`src/rtl/conv_arbiter.sv`:
```
// conv_arbiter: two-requester round-robin front end to a shared
// two's-complement to sign-magnitude converter. The result sits in a
// one-entry output slot behind a valid/ready handshake. A saturating
// counter tracks accepted operands that could not be represented.
module conv_arbiter #(
  parameter int unsigned WIDTH = 32,
  parameter int unsigned CNT_W = 8
) (
  input  logic             i_clk,
  input  logic             i_rsn,
  input  logic             i_req0_valid,
  input  logic [WIDTH-1:0] i_req0_data,
  output logic             o_req0_ready,
  input  logic             i_req1_valid,
  input  logic [WIDTH-1:0] i_req1_data,
  output logic             o_req1_ready,
  output logic             o_res_valid,
  input  logic             i_res_ready,
  output logic [WIDTH-1:0] o_res_data,
  output logic             o_res_error,
  output logic             o_res_id,
  output logic [CNT_W-1:0] o_err_cnt,
  input  logic             i_err_clr
);

  localparam int unsigned MAG_W = WIDTH - 1;

  // Output slot states
  localparam logic [0:0] S_EMPTY = 1'b0;
  localparam logic [0:0] S_FULL  = 1'b1;

  localparam logic [CNT_W-1:0] CNT_MAX = {CNT_W{1'b1}};

  logic [0:0]       state_q;
  logic [0:0]       state_d;
  logic             prio_q;
  logic             prio_d;

  logic [WIDTH-1:0] res_data_q;
  logic             res_error_q;
  logic             res_id_q;
  logic [CNT_W-1:0] err_cnt_q;
  logic [CNT_W-1:0] err_cnt_d;

  logic             slot_free;
  logic             grant_valid;
  logic             grant_id;
  logic             accept;
  logic [WIDTH-1:0] sel_data;
  logic [WIDTH-1:0] conv_data;
  logic             conv_error;

  // Two's complement to sign-magnitude; most-negative input is flagged,
  // its magnitude wraps to zero so the result is {1, 0..0}.
  function automatic logic [WIDTH:0] to_sign_mag(input logic [WIDTH-1:0] a);
    logic [MAG_W-1:0] mag;
    logic             err;
    if (a[WIDTH-1]) begin
      mag = MAG_W'(~a[MAG_W-1:0] + MAG_W'(1));
      err = (a[MAG_W-1:0] == '0);
    end else begin
      mag = a[MAG_W-1:0];
      err = 1'b0;
    end
    return {err, a[WIDTH-1], mag};
  endfunction

  // Round-robin grant and slot-free handshake
  always_comb begin
    grant_valid = 1'b0;
    grant_id    = 1'b0;
    slot_free   = (state_q == S_EMPTY) || i_res_ready;
    if (prio_q == 1'b0) begin
      if (i_req0_valid) begin
        grant_valid = 1'b1;
        grant_id    = 1'b0;
      end else if (i_req1_valid) begin
        grant_valid = 1'b1;
        grant_id    = 1'b1;
      end
    end else begin
      if (i_req1_valid) begin
        grant_valid = 1'b1;
        grant_id    = 1'b1;
      end else if (i_req0_valid) begin
        grant_valid = 1'b1;
        grant_id    = 1'b0;
      end
    end
  end

  // Readies are held low while reset is asserted
  always_comb begin
    o_req0_ready = 1'b0;
    o_req1_ready = 1'b0;
    accept       = 1'b0;
    if (i_rsn && slot_free && grant_valid) begin
      accept       = 1'b1;
      o_req0_ready = (grant_id == 1'b0);
      o_req1_ready = (grant_id == 1'b1);
    end
  end

  // Operand select and conversion of the granted requester
  always_comb begin
    sel_data   = grant_id ? i_req1_data : i_req0_data;
    conv_error = 1'b0;
    conv_data  = '0;
    {conv_error, conv_data} = to_sign_mag(sel_data);
  end

  // Slot state, priority pointer and error counter next values
  always_comb begin
    state_d   = state_q;
    prio_d    = prio_q;
    err_cnt_d = err_cnt_q;
    if (accept) begin
      state_d = S_FULL;
      prio_d  = ~grant_id;
    end else if ((state_q == S_FULL) && i_res_ready) begin
      state_d = S_EMPTY;
    end
    if (i_err_clr) begin
      err_cnt_d = '0;
    end else if (accept && conv_error && (err_cnt_q != CNT_MAX)) begin
      err_cnt_d = err_cnt_q + CNT_W'(1);
    end
  end

  // State, pointer and counter registers
  always_ff @(posedge i_clk or negedge i_rsn) begin
    if (!i_rsn) begin
      state_q   <= S_EMPTY;
      prio_q    <= 1'b0;
      err_cnt_q <= '0;
    end else begin
      state_q   <= state_d;
      prio_q    <= prio_d;
      err_cnt_q <= err_cnt_d;
    end
  end

  // Result register loads only on acceptance, otherwise holds
  always_ff @(posedge i_clk or negedge i_rsn) begin
    if (!i_rsn) begin
      res_data_q  <= '0;
      res_error_q <= 1'b0;
      res_id_q    <= 1'b0;
    end else if (accept) begin
      res_data_q  <= conv_data;
      res_error_q <= conv_error;
      res_id_q    <= grant_id;
    end
  end

  // Registered outputs
  always_comb begin
    o_res_valid = (state_q == S_FULL);
    o_res_data  = res_data_q;
    o_res_error = res_error_q;
    o_res_id    = res_id_q;
    o_err_cnt   = err_cnt_q;
  end

endmodule

```
`config.mk`:
```
export PLATFORM = sky130hd
export DESIGN_NAME = conv_arbiter
export DESIGN_NICKNAME = d
export VERILOG_FILES = /design/src/rtl/conv_arbiter.sv
export SDC_FILE = /design/constraint.sdc
export NUM_CORES = 1
export LEC_CHECK = 0
export CAP_MARGIN = 20
export CORE_MARGIN = 2
export CORE_UTILIZATION = 42
export DETAILED_ROUTE_END_ITERATION = 8
export PLACE_DENSITY = 0.86
export SYNTH_ARGS = -nofsm -noshare
export SYNTH_HDL_FRONTEND = slang
export SYNTH_SLANG_ARGS = --single-unit
export TNS_END_PERCENT = 100
```
`constraint.sdc`:
```
create_clock -name i_clk -period 3.3 [get_ports i_clk]
set_input_delay 0.33 -clock i_clk [delete_from_list [all_inputs] [get_ports i_clk]]
set_output_delay 0.33 -clock i_clk [all_outputs]
set_load 0.05 [all_outputs]
```
==> results of run 1 <==
## through the flow
stage	power (mW)	cell area [sq um]
after floorplan	1.33	3370
after global placement	1.71	4620
after detailed placement	1.73	4620
after CTS	2.08	4720
after global routing	2.18	4720
final	2.08	4720
## flip-flops by register name, summed over array words and instances (netlist names)
register     flops
o_res_error      1
o_res_valid      1
o_res_id         1
prio_q           1
o_res_data      32
o_err_cnt        8
## power by group through the flow
stage | sequential, mW | combinational, mW | clock (mW)
3_5_place_dp | 0.703 | 1.03 | 0
5_1_grt | 0.704 | 1.09 | 0.390
3_3_place_gp | 0.699 | 1.01 | 0
2_1_floorplan | 1.03 | 0.299 | 0
4_1_cts | 0.692 | 1.03 | 0.363
6_report | 0.692 | 1.03 | 0.355
## per-layer routing
metal | global-route usage | vias up
li1 | - | 1674
met1 | 0.330 | 1667
met2 | 0.389 | 210
met3 | 0.0387 | 44
met4 | 0.132 | 0
met5 | 0 | -
## Yosys cell counts, types with 2 or more instances
master and number:
inv_1 5, nand4b_1 3, o21ai_0 29, xor2_1 22, or3_1 5, nand2_1 46
dfrtp_1 44, mux2i_1 35, ha_1 2, a221oi_1 2, buf_1 3, o22ai_1 2
a2111oi_0 2, a31o_2 2, a211oi_1 6, clkbuf_1 14, a21oi_1 18, xnor2_1 7
nand2b_1 6, nor3_1 13, buf_6 4, nand4_1 2, nor4_1 6, o31ai_1 7
and3_1 4, a41oi_1 9, nor2_1 19, or4_1 12, a31oi_1 8, o21ai_1 13
o211a_1 2, nand3_1 10
## worst max-delay path, delay by kind of cell
family,cells,cell delay (ns)
fa+ha+maj,1,0.24
compound gates,2,0.42
mux,1,0.25
simple gates,5,1.39
buf+inv,1,0.50
## final cells by class
| class | instances | area share |
|---|---|---|
| clock buffers | 5 | 0.0146 |
| clock inverters | 3 | 0.00504 |
| inverters | 5 | 0.00398 |
| multi-input cells | 315 | 0.448 |
| flip-flops and latches | 44 | 0.233 |
| well taps | 102 | 0.0271 |
| repair buffers | 130 | 0.268 |
## worst max path at each step
| stage | startpoint | end | slack, ns |
|---|---|---|---|
| after floorplan | prio_q | o_err_cnt[3] | 0.05 |
| after global placement | i_req0_valid | o_err_cnt[3] | 0.29 |
| after detailed placement | i_req0_valid | o_err_cnt[3] | 0.13 |
| after CTS | i_req0_valid | o_err_cnt[3] | 0.45 |
| after global routing | i_req0_valid | o_err_cnt[3] | 0.22 |
| final | i_req0_valid | o_err_cnt[3] | 0.41 |
## logic make-up after synthesis
kind of cell	share of synthesized area
mux	0.111
xor+xnor	0.0755
flops	0.327
buf+inv	0.0457
compound gates	0.218
fa+ha+maj	0.00744
simple gates	0.216
==> metrics.txt, run 1 <==
outcome finished clean; reg2reg end o_err_cnt[3]; pre-CTS WS 0.126 ns; GP Congestion 0.946; Antenna Nets Post-Route 0; # rows 32; fmax 0.346 GHz; most frequent cells in the layout 111 x clkdlybuf4s50_1, 46 x nand2_1, 44 x dfrtp_1; FF-to-FF path depth 9; clk buf depth 2; WL final 10700 um; top-area cell type share of the netlist area 0.327; post-layout min period 2.89 ns; CTS sink count 44; crit path kind in2reg; worst reg2reg startpoint prio_q; largest net degree at the start of global routing 70; slowest stage delay, CP 0.58 ns; Nets 573; EDFF count, synth 0; CTS tree built; RSZ-0062 raised after global routing no; Worst-Skew Late Latency 0.32 ns; Sw Ratio 0.438; Synth Flop Type dfrtp_1; Comb power frac 0.496; Inserted Clock Buffers 5; CTS Hold Buffers Added 0; pwr dens 440 nW/um^2; Cell Count, Final, Fillers Out 604; final cycle utilization of the critical path 0.877; Post-Syn Nets 460; Req. time, crit path 3.54 ns; Reg clk slew, reported paths 0.10 ns; effective utilization at floorplan 0.435; sequential element share of the synthesized area 0.327; Worst-Margin Slew 0.597 ns; hold slack final 0.186 ns; Die H 93.5 um; final core occ 0.610; vias in the first global route 3477; clock skew 0.0141 ns; Clock power frac 0.171; WL met2 5050 um; FF+latch area 1100 sq um; peak supply drop 0.000159 V; WL met3 882 um; final slew viol count 0; Top Metal Used met4; 1st-pass router iterations 5; slowest cell on the critical path or4_1; initial antenna violation count 0; placed insts 596; cell area after synthesis 3360 sq um; GRT Util Overall 0.249; Internal 1.17 mW; post-synthesis register bit count 44; Post-CTS Setup Bufs 0; endpoints failing hold 0; PostCTS Resize Cnt 0; crit end category flop; core area 7730 sq um; crit-path max FO 4; Die Footprint 8740 sq um; clk root buf clkbuf_8; total number of vias 3595; Rel. slew slack 0.602; synthesis warning total 0; Syn Area/Cell 8.67 sq um; Port Buffers 114; ys async rst share 1.00; initial DRC count 330; multi-input combinational cell area 2110 sq um; max_cap viols 0; Layout area overhead 40.2%; most common cell after layout, fill and taps aside clkdlybuf4s50_1; Antenna Cells 0; Fillers 662; Yosys cell types 58; routed len/inst 17.7 um; Die X 93.5 um; Synth Instances 388; Tightest Hold Check Type in2async; most area-hungry cell type in the Yosys netlist dfrtp_1; global-route wire length before repair 17200 um; crit-path most repeated cell or4_1; switching power 910 uW; top cells by area, synth dfrtp_1 33%, mux2i_1 10%, xor2_1 5.7%; DRC Markers 0; Arrival @ worst endpoint 3.13 ns; I/O pin total 115; slack of the critical path 0.406 ns; vias per inst 5.95; r2r setup slk 0.44 ns; layout cells sized above 1 0.0817; crit path cell chain clkdlybuf4s50_1 -> nand2b_1 -> nand2_2 -> mux2i_1 -> ha_1 -> nand4b_1 -> o22a_1 -> or4_1 -> or4_1 -> a21oi_1; Flop pwr share 0.333; # H-tree levels 2; metal1 wirelength 4300 um; Final TNS setup 0 ns; Startpoint Class input port; Leak Pwr 1.94 nW; final setup vio count 0; dpl hpwl 8140 um; GRT overflow 0
Power figures use the tool's default switching activity.
==> inputs of run 2 (changes only) <==
--- a/config.mk
+++ b/config.mk
@@ -6,6 +6,7 @@
 export NUM_CORES = 1
 export LEC_CHECK = 0
 export CAP_MARGIN = 20
+export CORE_ASPECT_RATIO = 1.25
 export CORE_MARGIN = 2
 export CORE_UTILIZATION = 42
 export DETAILED_ROUTE_END_ITERATION = 8
==> run 2 against run 1 <==
  * Critical path depth is the same
  * Highest routed layer unchanged
  * Maximum frequency is 2.3% higher
  * Non-clock buffer count down 1
  * Critical path type unchanged
==> metrics.txt, run 2 (synthesis gave the netlist of run 1 again) <==
Leak Pwr 1.95 nW; pwr dens 453 nW/um^2; peak supply drop 0.000306 V; Nets 572; effective utilization at floorplan 0.432; final core occ 0.605; Antenna Nets Post-Route 0; GRT Util Overall 0.231; CTS sink count 44; Rel. slew slack 0.610; initial antenna violation count 0; routed len/inst 17.5 um; Die X 84.1 um; clk root buf clkbuf_8; GP Congestion 0.924; DRC Markers 0; total number of vias 3525; layout cells sized above 1 0.0778; Layout area overhead 40.1%; dpl hpwl 8100 um; # rows 36; Final TNS setup 0 ns; slack of the critical path 0.472 ns; final slew viol count 0; crit end category flop; most frequent cells in the layout 111 x clkdlybuf4s50_1, 46 x nand2_1, 44 x dfrtp_1; Worst-Margin Slew 0.583 ns; most common cell after layout, fill and taps aside clkdlybuf4s50_1; endpoints failing hold 0; Tightest Hold Check Type in2async; I/O pin total 115; max_cap viols 0; vias per inst 5.91; final setup vio count 0; Reg clk slew, reported paths 0.09 ns; crit-path max FO 4; largest net degree at the start of global routing 69; Cell Count, Final, Fillers Out 596; PostCTS Resize Cnt 0; vias in the first global route 3422; CTS tree built; pre-CTS WS 0.169 ns; number of flip-flops under the largest register name 32; Antenna Cells 0; Arrival @ worst endpoint 3.05 ns; core area 7790 sq um; global-route wire length before repair 16600 um; final cycle utilization of the critical path 0.857; Die Footprint 8750 sq um; GRT overflow 0; 1st-pass router iterations 5; clk buf depth 2; placed insts 588; Worst-Skew Late Latency 0.30 ns; Post-CTS Setup Bufs 0; Port Buffers 114; Die H 104 um; post-layout min period 2.83 ns; FF-to-FF path depth 9; Startpoint Class input port; RSZ-0062 raised after global routing no; clock skew 0.00965 ns; # H-tree levels 2; initial DRC count 300; crit path kind in2reg; Inserted Clock Buffers 5; fmax 0.354 GHz; total power 2.14 mW; Req. time, crit path 3.53 ns; WL final 10400 um; CTS Hold Buffers Added 0; outcome finished clean
run 2: cell count changes in the layout (fill, tap and decap cells not counted):
cell / change
clkinv_4: -1
buf_4: -1
clkinv_2: +1
clkinvlp_4: -2
bufinv_16: +1
clkbuf_1: +1
run 2: per-layer routing:
layer | GRT usage | wire length, um | up-vias
met4 | 0.0945 | 316 | 0
li1 | - | - | 1676
met5 | 0 | 0 | -
met3 | 0.0302 | 673 | 22
met2 | 0.390 | 5190 | 173
met1 | 0.297 | 4220 | 1654
run 2: metrics by stage:
stage / hold WS (ns) / instance area (sq um)
2_1_floorplan: 0.0344 / 3370
3_3_place_gp: 0.461 / 4610
3_5_place_dp: 0.470 / 4610
4_1_cts: 0.152 / 4710
5_1_grt: 0.178 / 4710
6_report: 0.124 / 4710
run 2: critical path, cell delays in order:
cell and delay (ns):
clkdlybuf4s50_1 0.51, nand2b_1 0.11, nand2_2 0.12, mux2i_1 0.24, ha_1 0.23, nand4b_1 0.12
o22a_1 0.26, or4_1 0.56, or4_1 0.42, a21oi_1 0.16
run 2: worst paths after layout:
check                              start        endpoint  slack [ns]
max                         i_req0_valid    o_err_cnt[3]        0.47
min reg2reg                o_res_data[5]   o_res_data[5]        0.48
max reg2reg                       prio_q    o_err_cnt[3]        0.54
min                                i_rsn        o_res_id        0.12
max in group asynchronous          i_rsn  o_res_data[28]        2.77
min in group i_clk                 i_rsn     o_res_valid        0.28
run 2: layout make-up:
type	count	area [sq um]
multi-input combinational	315	2110
inverter	5	18.8
timing repair buffer	129	1260
clock buffer	6	72.6
sequential	44	1100
fill	680	3080
clock inverter	2	35.0
tap	95	119
run 2: report_power, final:
| part | total, mW | internal (mW) | switching (mW) |
|---|---|---|---|
| logic | 1.03 | 0.379 | 0.653 |
| clock network | 0.419 | 0.225 | 0.194 |
| registers | 0.687 | 0.635 | 0.0516 |
